`config.mk`:
```
export PLATFORM = sky130hd
export DESIGN_NAME = ldpc_bf_ctrl
export DESIGN_NICKNAME = d
export VERILOG_FILES = /design/src/rtl/ldpc_pkg.sv /design/src/rtl/ldpc_bf_ctrl_syndrome.sv /design/src/rtl/ldpc_bf_ctrl.sv
export SDC_FILE = /design/constraint.sdc
export NUM_CORES = 1
export LEC_CHECK = 0
export CORE_ASPECT_RATIO = 1.75
export CORE_MARGIN = 4
export CORE_UTILIZATION = 41
export DETAILED_ROUTE_END_ITERATION = 16
export HOLD_SLACK_MARGIN = 0.03
export SETUP_SLACK_MARGIN = 0.15
export SYNTH_ARGS = -nofsm -noshare
export SYNTH_HDL_FRONTEND = slang
export SYNTH_SLANG_ARGS = --single-unit
export TNS_END_PERCENT = 1
```
`constraint.sdc`:
```
create_clock -name clk -period 4.35 [get_ports clk]
set_input_delay 0.435 -clock clk [delete_from_list [all_inputs] [get_ports clk]]
set_output_delay 0.435 -clock clk [all_outputs]
set_load 0.03 [all_outputs]
```
`src/rtl/ldpc_pkg.sv`:
```
// Shared constants and types for the cyclic (15-bit) LDPC bit-flipping decoder.
// The offset tables describe one row and one column of the circulant H matrix.
package ldpc_pkg;

    localparam int N    = 15;
    localparam int NTAP = 4;

    // Check i covers bits i+CHECK_TAPS[t]; bit j sits in checks j+BIT_CHECKS[t] (mod N).
    localparam int CHECK_TAPS [NTAP] = '{0, 8, 9, 11};
    localparam int BIT_CHECKS [NTAP] = '{0, 4, 6, 7};

    typedef enum logic [1:0] {
        IDLE  = 2'd0,
        CHECK = 2'd1,
        FLIP  = 2'd2,
        DONE  = 2'd3
    } state_t;

    function automatic int wrap_idx(input int i);
        return i % N;
    endfunction

endpackage

```
`src/rtl/ldpc_bf_ctrl_syndrome.sv`:
```
// Combinational syndrome detector: one parity per check row of the circulant H,
// plus an error flag that is set when any check is unsatisfied.
module ldpc_bf_ctrl_syndrome
    import ldpc_pkg::*;
(
    input  logic [N-1:0] cw,
    output logic [N-1:0] syndrome,
    output logic         error
);

    for (genvar i = 0; i < N; i++) begin : g_check
        assign syndrome[i] = cw[wrap_idx(i + CHECK_TAPS[0])] ^
                             cw[wrap_idx(i + CHECK_TAPS[1])] ^
                             cw[wrap_idx(i + CHECK_TAPS[2])] ^
                             cw[wrap_idx(i + CHECK_TAPS[3])];
    end

    assign error = |syndrome;

endmodule

```
`src/rtl/ldpc_bf_ctrl.sv`:
```
// Hard-decision bit-flipping decoder controller: accepts one word, iterates
// check/flip until the syndrome clears or the iteration budget runs out.
module ldpc_bf_ctrl
    import ldpc_pkg::*;
#(
    parameter int MAX_ITER    = 8,
    parameter int FLIP_THRESH = 3,
    parameter int IW          = 4
) (
    input  logic          clk,
    input  logic          rst_n,
    input  logic          in_valid,
    output logic          in_ready,
    input  logic [N-1:0]  in_cw,
    output logic          out_valid,
    input  logic          out_ready,
    output logic [N-1:0]  out_cw,
    output logic          out_fail,
    output logic [IW-1:0] out_iters,
    output state_t        fsm_state
);

    // Handshakes: a transfer happens on a rising edge where valid and ready are
    // both high; valid and its payload hold steady until that edge is reached.

    localparam logic [IW-1:0] ITER_LIMIT = IW'(MAX_ITER);
    localparam logic [2:0]    THRESH     = 3'(FLIP_THRESH);

    state_t          state;
    state_t          state_next;
    logic [N-1:0]    cw;
    logic [N-1:0]    fr;
    logic [IW-1:0]   iter;
    logic            fail;
    logic [N-1:0]    syndrome;
    logic            error;
    logic [N-1:0]    flip_mask;

    logic            load;
    logic            do_flip;
    logic            mask_we;
    logic            fail_we;
    logic            fail_val;

    ldpc_bf_ctrl_syndrome u_syndrome (
        .cw       (cw),
        .syndrome (syndrome),
        .error    (error)
    );

    // Unsatisfied-check count per bit, compared against the flip threshold.
    for (genvar j = 0; j < N; j++) begin : g_bit
        logic [2:0] unsat;
        assign unsat = {2'b00, syndrome[wrap_idx(j + BIT_CHECKS[0])]} +
                       {2'b00, syndrome[wrap_idx(j + BIT_CHECKS[1])]} +
                       {2'b00, syndrome[wrap_idx(j + BIT_CHECKS[2])]} +
                       {2'b00, syndrome[wrap_idx(j + BIT_CHECKS[3])]};
        assign flip_mask[j] = (unsat >= THRESH);
    end

    always_ff @(posedge clk or negedge rst_n) begin
        if (!rst_n) begin
            state <= IDLE;
        end else begin
            state <= state_next;
        end
    end

    always_comb begin
        state_next = state;
        load       = 1'b0;
        do_flip    = 1'b0;
        mask_we    = 1'b0;
        fail_we    = 1'b0;
        fail_val   = 1'b0;
        case (state)
            IDLE: begin
                if (in_valid) begin
                    load       = 1'b1;
                    state_next = CHECK;
                end
            end
            CHECK: begin
                if (!error) begin
                    fail_we    = 1'b1;
                    fail_val   = 1'b0;
                    state_next = DONE;
                end else if (iter == ITER_LIMIT || flip_mask == '0) begin
                    // An all-zero mask would never make progress, so it fails now.
                    fail_we    = 1'b1;
                    fail_val   = 1'b1;
                    state_next = DONE;
                end else begin
                    mask_we    = 1'b1;
                    state_next = FLIP;
                end
            end
            FLIP: begin
                do_flip    = 1'b1;
                state_next = CHECK;
            end
            DONE: begin
                if (out_ready) begin
                    state_next = IDLE;
                end
            end
            default: state_next = IDLE;
        endcase
    end

    always_ff @(posedge clk or negedge rst_n) begin
        if (!rst_n) begin
            cw   <= '0;
            fr   <= '0;
            iter <= '0;
            fail <= 1'b0;
        end else begin
            if (load) begin
                cw   <= in_cw;
                iter <= '0;
            end else if (do_flip) begin
                cw   <= cw ^ fr;
                iter <= iter + IW'(1);
            end
            if (mask_we) begin
                fr <= flip_mask;
            end
            if (fail_we) begin
                fail <= fail_val;
            end
        end
    end

    assign in_ready  = (state == IDLE);
    assign out_valid = (state == DONE);
    assign out_cw    = cw;
    assign out_fail  = fail;
    assign out_iters = iter;
    assign fsm_state = state;

endmodule
```
==> impl_results.md <==
* Hold crit path type: primary input to asynchronous set/reset pin
* GRT Residual Overflow at 0
* N_diodes at 0
* RePlAce Congestion at 0.7818
* H-tree depth reported by CTS at 2
* Die area at 10720 sq um
* Routed wire length at 8.167 mm
* Final ANT Viol Nets at 0
* Area Overhead vs Synth at 19.62%
* Root Buffer: clkbuf_16
* Final setup vio count at 0
* Crit path to: fr[5]$_DFFE_PN0P_
* Number of global-route vias before repair at 2604
* Clk slew on worst S/H paths at 60 ps
* Hold Buf Count CTS at 0
* Die outline width at 79.99 um
* Cell Area, Synth at 3719 sq um
* Post-synth EDFFs at 0
* Ratio of cells with drive above 1 in the final layout at 0.1914
* Synth Area in Simple Gates at 0.1016
* Initial antenna violation count at 0
* Total track usage at 0.1651
* Critical path data required time at 4520 ps
* Top_reg_cell synth: dfrtp_1
* R2R setup slack at 400 ps
* Register area share after synthesis at 0.2490
* Cts bufs inserted at 5
* Worst slew margin at 0.3128
* Yosys Warn Count at 0
* Routed vias at 2454
* Yosys top cell area share at 0.2490
* Post-synthesis register bit count at 37
* Largest family of logic cells by synthesized area: XOR/XNOR gates
* Core area at 8783 sq um
* Final period utilization at 0.9082
* DR vias/cell at 4.774
* Synth Area in Adders at 0.1198
* Overall die height at 134.0 um
* Xor/xnor share of the synthesized area at 0.2907
* Status: finished clean
* Worst reg2reg path depth at 13
* Post-CTS Resized at 0
* Clock Skews at 6.714 ps
* Largest net degree at the start of global routing at 38
* Layout fillers at 826
* Mapped Cells at 346
* TritonCTS clock tree: yes
* Post-synthesis mux area share at 0.04610
* Worst r2r dst: fr[5]$_DFFE_PN0P_
* Compound-cell area share of the yosys netlist at 0.1225
* Worst Path Max Fanout at 11
* Avg WL per Cell at 15.89 um
* Unrepaired setup endpoints after global routing: false
* Wire length of the first global-routing pass at 13.57 mm
* Starting DRT DRC Count at 42
* Actual slew at the worst max-slew pin at 1031 ps
* DRC viols at 0
* I/O Buffers at 42
* Critical Path Start Type: flip-flop
* WP data arrival at 4120 ps
* Slew Limit Fails at 0
* Clk_lat worst skew at 280 ps
* Setup CP Type: flip-flop to flip-flop
* Fin Setup TNS at 0 ps
* DPL Wire Length at 6.700 mm
* Syn Area/Cell at 10.75 sq um
* Fmax at 253.1 MHz
* Io pins at 43
* CTS max path bufs at 2
* Start point of the critical path: out_cw[13]$_DFFE_PN0P_
* Synth area leader: dfrtp_1
* CTS Sinks at 37
* # Max-Cap Violations at 0
* Crit path capture type: flip-flop
* Distinct cells, synth at 41
* Fin crit period at 3950 ps
* Row count at 45
* Top cells by area, synth: dfrtp_1 25%, ha_1 11%, xor2_1 8.5%
* Net Count, Synth at 400
* First-pass DRT Iterations at 4
* Starting Density at 0.4234
* FF-to-FF Start: out_cw[13]$_DFFE_PN0P_
* Nets at 451
* Async set-reset flop share out of synthesis at 1.000
* Fin. Hold Viols at 0
## critical path, stage by stage (launching register included)
cell and delay, ps:
dfrtp_1 680, xor2_1 170, xnor2_1 530, buf_4 260
xor2_1 150, ha_1 250, and2_1 140, ha_1 260
a21oi_1 240, nand4_1 200, nor4_4 310, a311oi_4 150
buf_12 180, mux2_1 310
## synthesized netlist by cell type, types with 4 or more instances
cell type	count
nand2_1	38
dfrtp_1	37
xor2_1	36
ha_1	34
inv_1	25
o21ai_0	20
a21o_1	15
and2_1	13
nor2_1	13
xnor2_1	13
xnor2_2	10
a21oi_1	8
buf_6	8
mux2i_1	7
xnor2_4	7
buf_4	6
clkbuf_1	6
xor2_4	5
o31ai_4	4
xor2_2	4
## area by class of cell
cell class,instances,area [sq um],share of cell area
Multi-Input combinational cell,262,2531,0.5691
Sequential cell,37,925.9,0.2082
Tap cell,117,146.4,0.03291
Clock buffer,7,142.6,0.03207
Inverter,25,93.84,0.02110
Timing Repair Buffer,66,608.1,0.1367
## per-stage QoR
| step | setup slack [ps] | hold WS, ps | cell area [sq um] | std cells | util |
|---|---|---|---|---|---|
| after floorplan | 583.5 | 139.4 | 3719 | 346 | - |
| after global placement | 206.9 | 469.1 | 4270 | 504 | 0.4862 |
| after detailed placement | 112.5 | 476.7 | 4270 | 504 | 0.4862 |
| after CTS | 359.6 | 286.7 | 4448 | 514 | 0.5064 |
| after global routing | 215.3 | 333.4 | 4448 | 514 | 0.5064 |
| final | 399.5 | 253.4 | 4448 | 514 | 0.5064 |
## cells in the final DEF, fill, tap and decap left out, types with 2 or more instances in the layout
| master | n |
|---|---|
| xnor2_1 | 13 |
| xor3_1 | 3 |
| xor2_2 | 4 |
| xnor2_4 | 7 |
| a21o_1 | 15 |
| clkdlybuf4s50_1 | 41 |
| mux2_2 | 3 |
| and2_4 | 2 |
| nand2_1 | 38 |
| buf_4 | 23 |
| xor2_4 | 5 |
| and2_1 | 13 |
| nor2_1 | 13 |
| clkbuf_16 | 5 |
| mux2_1 | 2 |
| xor2_1 | 36 |
| nor4_1 | 2 |
| ha_1 | 34 |
| a31oi_1 | 3 |
| nor2b_1 | 2 |
| mux2_4 | 3 |
| dfrtp_1 | 37 |
| xnor2_2 | 10 |
| nand4_1 | 2 |
| o31ai_2 | 3 |
| o31ai_4 | 4 |
| inv_1 | 25 |
| mux2i_1 | 7 |
| a21oi_1 | 8 |
| o21ai_0 | 20 |
## flip-flops by register name (all words and copies together), names as in the netlist
register   count
fr            15
fsm_state      2
out_cw        15
out_fail       1
out_iters      4
## cell families after synthesis
logic type      count (synthesis)
xor+xnor                       79
fa+ha+maj                      35
compound gates                 56
mux                            15
flops                          37
simple gates                   77
buf+inv                        47
## what timing repair did
item	in CTS	in global routing
setup buffers	3	0
setup endpoints to repair	5	0
hold endpoints to repair	0	0
## per-layer routing
metal | global-route usage | up-vias | part of all wire
met5 | 0 | - | 0
met4 | 0.07331 | 0 | 0.035
met3 | 0.02554 | 15 | 0.028
met2 | 0.2975 | 38 | 0.55
met1 | 0.1868 | 1169 | 0.39
li1 | - | 1232 | -
## worst min-delay path by stage
stage	from	endpoint	cells past startpoint
floorplan	rst_n	fr[0]$_DFFE_PN0P_	0
finish	rst_n	out_cw[2]$_DFFE_PN0P_	1
global route	rst_n	out_cw[2]$_DFFE_PN0P_	1
CTS	rst_n	out_cw[2]$_DFFE_PN0P_	1
global placement	fr[5]$_DFFE_PN0P_	fr[5]$_DFFE_PN0P_	1
detailed placement	fr[0]$_DFFE_PN0P_	fr[0]$_DFFE_PN0P_	1
Power is not shown: default switching activity piles up to over one toggle a cycle in this logic, so the estimate is an artifact.
==> variant 1: new RTL, same flow settings <==
Set the package constant `N` to 16 (it was 15).
--- a/src/rtl/ldpc_pkg.sv
+++ b/src/rtl/ldpc_pkg.sv
@@ -2,7 +2,7 @@
 // The offset tables describe one row and one column of the circulant H matrix.
 package ldpc_pkg;
 
-    localparam int N    = 15;
+    localparam int N    = 16;
     localparam int NTAP = 4;
 
     // Check i covers bits i+CHECK_TAPS[t]; bit j sits in checks j+BIT_CHECKS[t] (mod N).
Interface: changed (resized in_cw and out_cw); port bits go from 43 to 45. The function was not compared with the original's and may differ.
==> variant 1 against the original RTL <==
- final area up 4.6%
- area after synthesis down 6.1%
- routed wire length up 21%
- final cell count up 6.6%
- sequential cell count up 2
- critical endpoint is now fr[13]
- setup slack worse by 96 ps
- clock skew about the same
Power is left out: the tool's default activity adds up to more than one toggle a clock period on the data nets, which glitch-free logic cannot reach.
==> variant 1: results (changes against the original RTL) <==
Inserted Clock Buffers: 5 (unchanged)
share of cells above drive strength 1: 0.182 (-0.00899)
pre-CTS setup slack: -131 ps (-244 ps)
Post-Syn Nets: 408 (+2.0%)
Root Driver: clkbuf_16
Fillers: 742 (-10%)
first-pass GRT wire length: 15,700 µm (+16%)
count of pins over their slew limit: 0 (unchanged)
Post-synth top flop: dfrtp_1
Setup Skew: 7.16 ps (+0.448 ps)
synth warn: 0 (unchanged)
CP peak stage delay: 500 ps (-180 ps)
Cell variety after synth: 43 (+4.9%)
peak fanout along the critical path: 7 (-4)
Synth top cells by count: inv_1, dfrtp_1, ha_1, xnor2_1, a21oi_1
Worst path slowest cell: or4_4
Tot GR Track Use: 0.203 (+0.0376)
Data arrival, critical path: 4210 ps (+90 ps)
vias in the first global route: 3,033 (+16%)
max_slew headroom: 0.410 (+0.0975)
PortBufs: 44 (+4.8%)
Top delay family on crit path: compound AO/OA/AOI/OAI gates
asr flop ratio synth: 1.00 (unchanged)
Seq/Total Area, Yosys: 0.279 (+0.0305)
Synth area leaders: dfrtp_1, ha_1, xnor2_1
initial antenna violation count: 0 (unchanged)
Syn Inst Count: 355 (+2.6%)
Post-DP Area: 4230 µm² (-0.88%)
R2R cell count: 14 (+1)
run status: completed
Worst-Skew Late Latency: 280 ps (about the same)
GP Congestion: 0.864 (+11%)
Antenna Cells: 0 (unchanged)
routed wire length: 9900 µm (+21%)
drt initial violations: 99 (+140%)
type of the worst min-delay path: in2async
H-tree levels: 2 (unchanged)
net count reported at finish: 485 (+7.5%)
largest net degree at the start of global routing: 40 (+5.3%)
detailed-placement wirelength estimate: 7730 µm (+15%)
Max Buffers Root-to-Sink: 2 (unchanged)
drt pass-1 iters: 4 (unchanged)
total number of vias: 2,944 (+20%)
clk slew on worst S/H paths: 60 ps (about the same)
Via-to-Cell Ratio: 5.37 (+13%)
Post-Place Cells: 528 (+4.8%)
==> variant 1: cell count changes in the layout (fill, tap and decap cells not counted), sizes merged, moves of 8 or more <==
| cell | before | now |
|---|---|---|
| a21oi | 8 | 28 |
| xor2 | 45 | 23 |
| inv | 25 | 42 |
| a32oi | 0 | 16 |
| o22ai | 0 | 17 |
| o21ai | 20 | 3 |
| nand2 | 38 | 12 |
| buf | 25 | 38 |
| o31ai | 8 | 0 |
==> variant 1: logic make-up (layout without fill, tap and decap cells) <==
logic type	after synthesis	in the layout	share of synthesized area
buf+inv	54	132	0.0613
compound gates	91	91	0.180
xor+xnor	68	68	0.227
simple gates	52	52	0.0795
mux	15	15	0.0441
flops	39	39	0.279
fa+ha+maj	36	36	0.129
==> variant 1: routing by layer <==
metal	GRT usage	part of all wire	vias up
li1	-	-	1403
met1	0.227	0.38	1434
met2	0.362	0.53	85
met3	0.0331	0.043	22
met4	0.114	0.041	0
met5	0	0	-
==> variant 1: layout make-up <==
class	count	area, µm²	area share
multi-input cells	262	2470	0.531
repair buffers	82	758	0.163
well taps	115	144	0.0309
inverters	42	158	0.0339
clock buffers	7	133	0.0285
clock inverters	1	5.00	0.00108
flip-flops and latches	39	986	0.212
==> variant 1: final timing paths <==
path                               to  slack, ps  startpoint
min in group clk                fr[1]        550       fr[1]
min                         out_cw[4]        270       rst_n
min reg2reg                     fr[1]        550       fr[1]
max reg2reg                    fr[13]        300   out_cw[9]
max in group asynchronous  out_cw[11]       3470       rst_n
max                            fr[13]        300   out_cw[9]
==> variant 1: timing repair <==
| action | in CTS | in global routing |
|---|---|---|
| setup buffers | 0 | 11 |
| cloned | 0 | 1 |
| hold buffers | 0 | 0 |
| resized for setup | 12 | 18 |
| hold endpoints to repair | 0 | 0 |
| pin swaps | 1 | 6 |
| setup endpoints to repair | 13 | 12 |
==> variant 2: new RTL, same flow settings <==
Without the edit above. Make the reset (`rst_n`) synchronous in 2 clocked blocks.
--- a/src/rtl/ldpc_bf_ctrl.sv
+++ b/src/rtl/ldpc_bf_ctrl.sv
@@ -58,7 +58,7 @@
         assign flip_mask[j] = (unsat >= THRESH);
     end
 
-    always_ff @(posedge clk or negedge rst_n) begin
+    always_ff @(posedge clk) begin
         if (!rst_n) begin
             state <= IDLE;
         end else begin
@@ -108,7 +108,7 @@
         endcase
     end
 
-    always_ff @(posedge clk or negedge rst_n) begin
+    always_ff @(posedge clk) begin
         if (!rst_n) begin
             cw   <= '0;
             fr   <= '0;
Function: changed (a bounded check fails within 4 cycles, from zero or initial values and one cycle with rst_n low; the reset may be asserted at any time).
==> variant 2 against the original RTL <==
- setup slack improved by 170 ps
- final area down 6.0%
- sequential cell count stayed put
- synthesized cell count rose by 12%
- area after synthesis decreased by 1.5%
- routed wire length rose by 17%
- final cell count increased by 3.5%
- worst hold slack gained 220 ps
==> variant 2: results (changes against the original RTL) <==
detailed-placement wirelength estimate: 7550 µm (+13%)
Seq/Total Area, Yosys: 0.202 (-0.0467)
pre-CTS setup slack: 583 ps (+470 ps)
Slew @ Worst Pin: 1040 ps (+13.9 ps)
H-tree levels: 2 (unchanged)
largest net degree at the start of global routing: 55 (+45%)
Cell variety after synth: 49 (+20%)
Synth area leaders: dfxtp_1, ha_1, xor2_1
Worst-Skew Late Latency: 290 ps
Inserted Clock Buffers: 5 (unchanged)
Tot GR Track Use: 0.188 (+0.0227)
asr flop ratio synth: 0 (-1.00)
Post-Syn Nets: 441 (+10%)
XOR/XNOR share of the synthesized area: 0.275 (-0.0160)
drt pass-1 iters: 4 (unchanged)
initial antenna violation count: 0 (unchanged)
PortBufs: 42 (unchanged)
synthesized-area fraction occupied by adder cells: 0.122 (+0.00184)
Synth top cells by count: xor2_1, nand2_1, dfxtp_1, ha_1
Data arrival, critical path: 3990 ps (-130 ps)
CP peak stage delay: 700 ps (+20 ps)
clk slew on worst S/H paths: 60 ps (about the same)
Post-CTS Setup Bufs: 0 (-3)
Via-to-Cell Ratio: 5.35 (+12%)
Leak: 1.96 nW
peak fanout along the critical path: 16 (+5)
type of the worst min-delay path: reg2reg
GP Congestion: 0.799 (+2.1%)
mux share of post-synthesis cell area: 0 (-0.0461)
Synth Area in Compound Gates: 0.139 (+0.0162)
post-CTS sizing: 0 (unchanged)
synth warn: 0 (unchanged)
Worst path slowest cell: xnor2_1
Post-DP Area: 4040 µm² (-5.4%)
Max Buffers Root-to-Sink: 2 (unchanged)
first-pass GRT wire length: 15,100 µm (+12%)
Worst VDD drop: 0.426 mV
Setup Skew: 5.85 ps (-0.863 ps)
share of cells above drive strength 1: 0.135 (-0.0565)
vias in the first global route: 2,878 (+11%)
Root Driver: clkbuf_16
net count reported at finish: 468 (+3.8%)
drc violations: 0 (unchanged)
routed wire length: 9540 µm (+17%)
run status: completed
Antenna Cells: 0 (unchanged)
Top delay family on crit path: XOR/XNOR gates
drt initial violations: 124 (+200%)
## variant 2: final cells by class
class | count | area (µm²)
Clock inverter | 2 | 10.0
Multi-Input combinational cell | 310 | 2620
Fill cell | 838 | 4550
Tap cell | 117 | 146
Clock buffer | 6 | 129
Timing Repair Buffer | 55 | 513
Inverter | 5 | 18.8
Sequential cell | 37 | 741
## variant 2: logic make-up after synthesis
| kind of cell | after synthesis |
|---|---|
| AOI/OAI and AO/OA | 66 |
| adders and majority gates | 35 |
| and+or+nand+nor | 123 |
| DFF | 37 |
| xor gates and xnor gates | 86 |
| buffers and inverters | 40 |
## variant 2: per-stage QoR
stage,hold WS (ps),std cells
floorplan,475,387
global placement,459,524
detailed placement,469,524
CTS,476,532
global route,509,532
finish,469,532
## variant 2: final timing paths
path | slack (ps) | from | cells past startpoint | to
setup / recovery | 570 | out_cw[11] | 11 | fsm_state[0]
setup reg to reg | 570 | out_cw[11] | 11 | fsm_state[0]
hold / removal | 470 | out_fail | 2 | out_fail
hold reg to reg | 470 | out_fail | 2 | out_fail
## variant 2: metal layers
layer,share of wire,up-vias,track usage
met5,0,-,0
met4,0.058,0,0.120
met3,0.025,23,0.0211
met2,0.56,50,0.340
met1,0.36,1373,0.199
li1,-,1401,-
## variant 2: power by group
part	internal (W)	switching (W)	leakage, nW	total (W)
Combinational	0.00143	0.00155	1.59	0.00298
Sequential	0.000440	0.000126	0.303	0.000566
Clock	0.000210	0.000138	0.0706	0.000348
Total	0.00208	0.00181	1.96	0.00389
## variant 2: tightest hold or removal path, delay by kind of cell, from the launching register on
family / cells / cell delay [ps]
AO/OA/AOI/OAI: 1 / 50
flip-flops: 1 / 310
AND/OR/NAND/NOR: 1 / 60
